## src/rtl/sdram_pkg.sv

```systemverilog
// rtl/sdram_pkg.sv - shared state encoding, SDRAM command constants and default widths
package sdram_pkg;

  localparam int DEF_ADDR_W  = 12;
  localparam int DEF_BA_W    = 2;
  localparam int DEF_TIMEOUT = 1023;

  typedef enum logic [2:0] {
    ST_INIT  = 3'd0,
    ST_ARBIT = 3'd1,
    ST_AREF  = 3'd2,
    ST_WRITE = 3'd3,
    ST_READ  = 3'd4
  } state_t;

  // {cs_n, ras_n, cas_n, we_n}
  localparam logic [3:0] CMD_NOP  = 4'b0111;
  localparam logic [3:0] CMD_PRE  = 4'b0010;
  localparam logic [3:0] CMD_AREF = 4'b0001;
  localparam logic [3:0] CMD_ACT  = 4'b0011;
  localparam logic [3:0] CMD_WR   = 4'b0100;
  localparam logic [3:0] CMD_RD   = 4'b0101;
  localparam logic [3:0] CMD_MRS  = 4'b0000;

endpackage

```

## src/rtl/sdram_cmd_mux.sv

```systemverilog
// rtl/sdram_cmd_mux.sv - registered state-indexed mux onto the shared SDRAM cmd/addr/bank pins
module sdram_cmd_mux
  import sdram_pkg::*;
#(
  parameter int ADDR_W = DEF_ADDR_W,
  parameter int BA_W   = DEF_BA_W
) (
  input  logic              sclk,
  input  logic              reset,
  input  state_t            state,
  input  logic [3:0]        init_cmd,
  input  logic [ADDR_W-1:0] init_addr,
  input  logic [3:0]        aref_cmd,
  input  logic [ADDR_W-1:0] aref_addr,
  input  logic [3:0]        wr_cmd,
  input  logic [ADDR_W-1:0] wr_addr,
  input  logic [BA_W-1:0]   wr_bank,
  input  logic [3:0]        rd_cmd,
  input  logic [ADDR_W-1:0] rd_addr,
  input  logic [BA_W-1:0]   rd_bank,
  output logic [3:0]        sdram_cmd,
  output logic [ADDR_W-1:0] sdram_addr,
  output logic [BA_W-1:0]   sdram_bank
);

  always_ff @(posedge sclk or posedge reset) begin
    if (reset) begin
      sdram_cmd  <= CMD_NOP;
      sdram_addr <= '0;
      sdram_bank <= '0;
    end else begin
      case (state)
        ST_INIT: begin
          sdram_cmd  <= init_cmd;
          sdram_addr <= init_addr;
          sdram_bank <= '0;
        end
        ST_AREF: begin
          sdram_cmd  <= aref_cmd;
          sdram_addr <= aref_addr;
          sdram_bank <= '0;
        end
        ST_WRITE: begin
          sdram_cmd  <= wr_cmd;
          sdram_addr <= wr_addr;
          sdram_bank <= wr_bank;
        end
        ST_READ: begin
          sdram_cmd  <= rd_cmd;
          sdram_addr <= rd_addr;
          sdram_bank <= rd_bank;
        end
        default: begin
          // ARBIT (and any illegal code) parks the bus at NOP
          sdram_cmd  <= CMD_NOP;
          sdram_addr <= '0;
          sdram_bank <= '0;
        end
      endcase
    end
  end

endmodule

```

## src/rtl/sdram_arbiter.sv

```systemverilog
// rtl/sdram_arbiter.sv - grant FSM with refresh priority, write/read alternation and grant watchdog
module sdram_arbiter
  import sdram_pkg::*;
#(
  parameter int ADDR_W  = DEF_ADDR_W,
  parameter int BA_W    = DEF_BA_W,
  parameter int TIMEOUT = DEF_TIMEOUT
) (
  input  logic              sclk,
  input  logic              reset,
  input  logic              init_done,
  input  logic [3:0]        init_cmd,
  input  logic [ADDR_W-1:0] init_addr,
  input  logic              aref_req,
  input  logic              aref_end,
  input  logic [3:0]        aref_cmd,
  input  logic [ADDR_W-1:0] aref_addr,
  input  logic              wr_req,
  input  logic              wr_end,
  input  logic [3:0]        wr_cmd,
  input  logic [ADDR_W-1:0] wr_addr,
  input  logic [BA_W-1:0]   wr_bank,
  input  logic              rd_req,
  input  logic              rd_end,
  input  logic [3:0]        rd_cmd,
  input  logic [ADDR_W-1:0] rd_addr,
  input  logic [BA_W-1:0]   rd_bank,
  output logic              aref_en,
  output logic              wr_en,
  output logic              rd_en,
  output logic [3:0]        sdram_cmd,
  output logic [ADDR_W-1:0] sdram_addr,
  output logic [BA_W-1:0]   sdram_bank,
  output logic              timeout_err
);

  localparam int WD_W = (TIMEOUT < 2) ? 1 : $clog2(TIMEOUT + 1);
  localparam logic [WD_W-1:0] WD_LAST = WD_W'(TIMEOUT - 1);

  state_t          state;
  logic            last_wr;
  logic [WD_W-1:0] wd_cnt;
  logic            grant_end;
  logic            wd_expire;

  // Only the end pulse of the engine currently holding the bus counts
  always_comb begin
    grant_end = 1'b0;
    case (state)
      ST_AREF:  grant_end = aref_end;
      ST_WRITE: grant_end = wr_end;
      ST_READ:  grant_end = rd_end;
      default:  grant_end = 1'b0;
    endcase
  end

  // Counter value on the last permitted granted cycle
  assign wd_expire = (wd_cnt == WD_LAST);

  always_ff @(posedge sclk or posedge reset) begin
    if (reset) begin
      state       <= ST_INIT;
      aref_en     <= 1'b0;
      wr_en       <= 1'b0;
      rd_en       <= 1'b0;
      last_wr     <= 1'b0;
      wd_cnt      <= '0;
      timeout_err <= 1'b0;
    end else begin
      case (state)
        ST_INIT: begin
          if (init_done) state <= ST_ARBIT;
        end
        ST_ARBIT: begin
          wd_cnt <= '0;
          if (aref_req) begin
            state   <= ST_AREF;
            aref_en <= 1'b1;
          end else if (wr_req && (!rd_req || !last_wr)) begin
            state   <= ST_WRITE;
            wr_en   <= 1'b1;
            last_wr <= 1'b1;
          end else if (rd_req) begin
            state   <= ST_READ;
            rd_en   <= 1'b1;
            last_wr <= 1'b0;
          end
        end
        ST_AREF, ST_WRITE, ST_READ: begin
          if (grant_end || wd_expire) begin
            state   <= ST_ARBIT;
            aref_en <= 1'b0;
            wr_en   <= 1'b0;
            rd_en   <= 1'b0;
            if (!grant_end) timeout_err <= 1'b1;
          end else begin
            wd_cnt <= wd_cnt + 1'b1;
          end
        end
        default: begin
          state   <= ST_INIT;
          aref_en <= 1'b0;
          wr_en   <= 1'b0;
          rd_en   <= 1'b0;
        end
      endcase
    end
  end

  sdram_cmd_mux #(
    .ADDR_W(ADDR_W),
    .BA_W  (BA_W)
  ) u_cmd_mux (
    .sclk      (sclk),
    .reset     (reset),
    .state     (state),
    .init_cmd  (init_cmd),
    .init_addr (init_addr),
    .aref_cmd  (aref_cmd),
    .aref_addr (aref_addr),
    .wr_cmd    (wr_cmd),
    .wr_addr   (wr_addr),
    .wr_bank   (wr_bank),
    .rd_cmd    (rd_cmd),
    .rd_addr   (rd_addr),
    .rd_bank   (rd_bank),
    .sdram_cmd (sdram_cmd),
    .sdram_addr(sdram_addr),
    .sdram_bank(sdram_bank)
  );

endmodule

```

## config.mk

```make
export PLATFORM = sky130hd
export DESIGN_NAME = sdram_arbiter
export DESIGN_NICKNAME = d
export VERILOG_FILES = /design/src/rtl/sdram_pkg.sv /design/src/rtl/sdram_cmd_mux.sv /design/src/rtl/sdram_arbiter.sv
export SDC_FILE = /design/constraint.sdc
export NUM_CORES = 1
export LEC_CHECK = 0
export CAP_MARGIN = 20
export CORE_ASPECT_RATIO = 0.8
export CORE_MARGIN = 2
export CORE_UTILIZATION = 42
export CTS_BUF_LIST = sky130_fd_sc_hd__clkbuf_8
export CTS_CLUSTER_SIZE = 25
export DETAILED_ROUTE_END_ITERATION = 10
export GPL_TIMING_DRIVEN = 1
export PLACE_DENSITY = 0.83
export SYNTH_ARGS = -nofsm -noshare
export SYNTH_HDL_FRONTEND = slang
export SYNTH_SLANG_ARGS = --single-unit
```

## constraint.sdc

```tcl
create_clock -name sclk -period 2.2 [get_ports sclk]
set_input_delay 0.22 -clock sclk [delete_from_list [all_inputs] [get_ports sclk]]
set_output_delay 0.22 -clock sclk [all_outputs]
set_load 0.05 [all_outputs]
```

==> results.sh <==
export IMPL_clk_pin_slew_ns=0.07
export IMPL_setup_viol=0
export IMPL_cts_hold_buf=0
export IMPL_irDropWorstVdd_mv=0.5951
export IMPL_fin_crit_sh_pct=95.19
export IMPL_top_usage_layer="met2"
export IMPL_cts_sinks=36
export IMPL_yosys_top_cells_count="33 x dfrtp_1, 29 x a21oi_1, 24 x nand2_1, 24 x nor2_1, 23 x o21ai_0"
export IMPL_ys_warn_count=0
export IMPL_post_cts_resized=0
export IMPL_regArea_um2=904.6
export IMPL_synth_xor_area_share_pct=0
export IMPL_post_synth_top_count_cell="dfrtp_1"
export IMPL_drt_iter0_drc=141
export IMPL_post_route_min_period_ns=2.094
export IMPL_critPathCaptureType="flop"
export IMPL_synthTopCellsByArea="dfrtp_1 41%, mux2i_1 9.5%, a21oi_1 7.3%, o21ai_0 5.8%, nand2_1 4.5%"
export IMPL_cts_setup_buffers=0
export IMPL_clock_latency_ns=0.29
export IMPL_overflow=0
export IMPL_async_flop_share_pct=100.0
export IMPL_start_util_pct=43.59
export IMPL_vias=2052
export IMPL_fin_skew_ns=0.002507
export IMPL_slew_headroom_pct=61.15
export IMPL_grt_pass1_vias=2004
export IMPL_crit_fanout=9
export IMPL_portBuffers=98
export IMPL_grtUsageTotal_pct=23.84
export IMPL_cts_tree="yes"
export IMPL_syn_num_nets=300
export IMPL_via_per_inst=5.372
export IMPL_nFillCells=391
export IMPL_synth_flop_cell="dfrtp_1"
export IMPL_antenna_found_initial=0
export IMPL_muxShareOfSynthArea_pct=9.548
export IMPL_ant_nets=0
export IMPL_synth_top_area_share_pct=41.46
export IMPL_clockRootBuffer="clkbuf_8"
export IMPL_power_density_nw_per_um2=1124
export IMPL_die_h_um=65.60
export IMPL_grt_max_degree=37
export IMPL_min_path_type="primary input to asynchronous set/reset pin"
export IMPL_rsz0062_at_grt="false"
export IMPL_htreeDepth=2
export IMPL_slowest_stage="or4b_1"
export IMPL_rows=22
export IMPL_synth_compound_area_share_pct=22.49
export IMPL_worstMarginPinSlew_ns=0.5827
export IMPL_totalWireLength_mm=5.934
export IMPL_cp_data_arrival_time_ns=2.27
export IMPL_synth_top_family_by_area="compound AO/OA/AOI/OAI gates"
export IMPL_drv_slew=0
export IMPL_nets=401
export IMPL_dp_hpwl_mm=4.493
export IMPL_syn_area_per_cell_um2=9.013
export IMPL_antennaDiodeCount=0
export IMPL_cp_cell_sequence="or4b_1 > o211a_2 > o21ai_2 > o21ai_0 > a22o_1"
export IMPL_ys_seq_area_share_pct=45.41
export IMPL_coreArea_um2=4569
export IMPL_place_congestion=0.8649
export IMPL_drv_cap=0
export IMPL_cp_slowest_stage_delay_ns=0.59
export IMPL_dieWidth_um=81.00
export IMPL_firstDrtPassIters=4
export IMPL_wl_per_cell_um=15.53
export IMPL_status="finished, final reports clean"
export IMPL_yosys_area_share_simple_pct=17.15
export IMPL_synth_edf_count=0
export IMPL_cts_buffer_depth=2
export IMPL_syn_inst=221
export IMPL_grt_use_met2_pct=39.26
export IMPL_grtUsageMet3_pct=8.516
export IMPL_path_class="flop to flop"
export IMPL_grt_pass1_wl_mm=9.591
export IMPL_tns_ns=0
export IMPL_post_route_util_pct=68.32
export IMPL_synthAdderAreaFrac_pct=1.256
export IMPL_fmax_mhz=477.5
export IMPL_ys_seq_elements=36
export IMPL_cts_buffers=5
export IMPL_synth_top_area_cell="dfrtp_1"
export IMPL_hold_viol_final=0
export IMPL_multiInputGateArea_um2=1005
export IMPL_leakage_nw=1.313
export IMPL_startpoint_type="flop"
export IMPL_drc=0
export IMPL_drive_above_1_share_pct=7.764
export IMPL_ios=99
export IMPL_use_met1_pct=29.37
export IMPL_critical_path_required_ns=2.37
export IMPL_die_area_um2=5313
export IMPL_synth_distinct_cells=38
export IMPL_synth_area_um2=1992
export IMPL_syn_to_final_growth_pct=56.72
[cells in the final DEF (no fill, tap or decap), types with 3 or more instances in the layout]
master / count
o22a_1: 3
dfstp_2: 3
clkbuf_8: 5
dfrtp_1: 33
o21ai_0: 23
mux2i_1: 19
clkdlybuf4s50_1: 98
buf_4: 8
inv_1: 6
nor2_1: 24
a21oi_1: 29
a31oi_1: 5
nand3_1: 5
a21o_1: 3
nand2_1: 24
nor4_1: 3
a22o_1: 3
and3_1: 3
[path summary, 6_finish.rpt]
| path | cells past startpoint | start | slack (ns) | end |
|---|---|---|---|---|
| max | 5 | state[0] | 0.11 | wd_cnt[8] |
| min | 3 | reset | 0.35 | u_cmd_mux.sdram_bank[1] |
| max reg2reg | 5 | state[0] | 0.11 | wd_cnt[8] |
| min reg2reg | 1 | timeout_err | 0.47 | timeout_err |
| max in group asynchronous | 3 | reset | 1.51 | u_cmd_mux.sdram_cmd[1] |
| min in group sclk | 1 | timeout_err | 0.47 | timeout_err |
[through the flow]
stage / total power, mW / cells / cell area [um2] / worst slack (ns) / hold WS, ns
6_report: 3.510 / 382 / 3122 / 0.1059 / 0.3512
5_1_grt: 3.729 / 382 / 3122 / 0.02778 / 0.3919
4_1_cts: 3.522 / 382 / 3122 / 0.1289 / 0.3771
3_5_place_dp: 3.077 / 375 / 3044 / -0.01510 / 0.4585
3_3_place_gp: 3.015 / 375 / 3044 / 0.1586 / 0.4381
2_1_floorplan: 2.392 / 221 / 1992 / 0.3225 / 0.3241
[routing by layer]
metal	up-vias	share of wire (%)
met2	95	49
met3	14	8.1
li1	990	-
met1	953	41
met5	-	0
met4	0	1.8
[flip-flops by register name, indices dropped and copies added, names as in the netlist]
signal,flops
wd_cnt,10
u_cmd_mux.sdram_bank,2
rd_en,1
u_cmd_mux.sdram_cmd,4
u_cmd_mux.sdram_addr,12
state,3
last_wr,1
timeout_err,1
wr_en,1
aref_en,1
[worst max-delay path, delay by kind of cell (launching register included)]
| family | cells | cell delay (ns) |
|---|---|---|
| AND/OR/NAND/NOR | 1 | 0.59 |
| flip-flops | 1 | 0.41 |
| AO/OA/AOI/OAI | 4 | 0.97 |
[report_power, final]
group | leakage, nW | switching, mW | internal (mW)
Clock | 0.0452 | 0.226 | 0.210
Combinational | 0.802 | 1.30 | 0.783
Sequential | 0.467 | 0.114 | 0.879
Total | 1.31 | 1.64 | 1.87
[cell families after synthesis]
| family | after synthesis |
|---|---|
| AO/OA/AOI/OAI | 75 |
| AND/OR/NAND/NOR | 72 |
| flip-flops | 36 |
| multiplexers | 19 |
| buffers and inverters | 17 |
| adder cells (fa/ha/maj) | 2 |
[cell type report]
type / instances / share of cell area [%]
Clock buffer: 5 / 2.204
Timing Repair Buffer: 106 / 33.35
Tap cell: 60 / 2.405
Clock inverter: 2 / 0.2806
Inverter: 5 / 0.6012
Multi-Input combinational cell: 168 / 32.18
Sequential cell: 36 / 28.98
(Power assumes the default switching activity.)
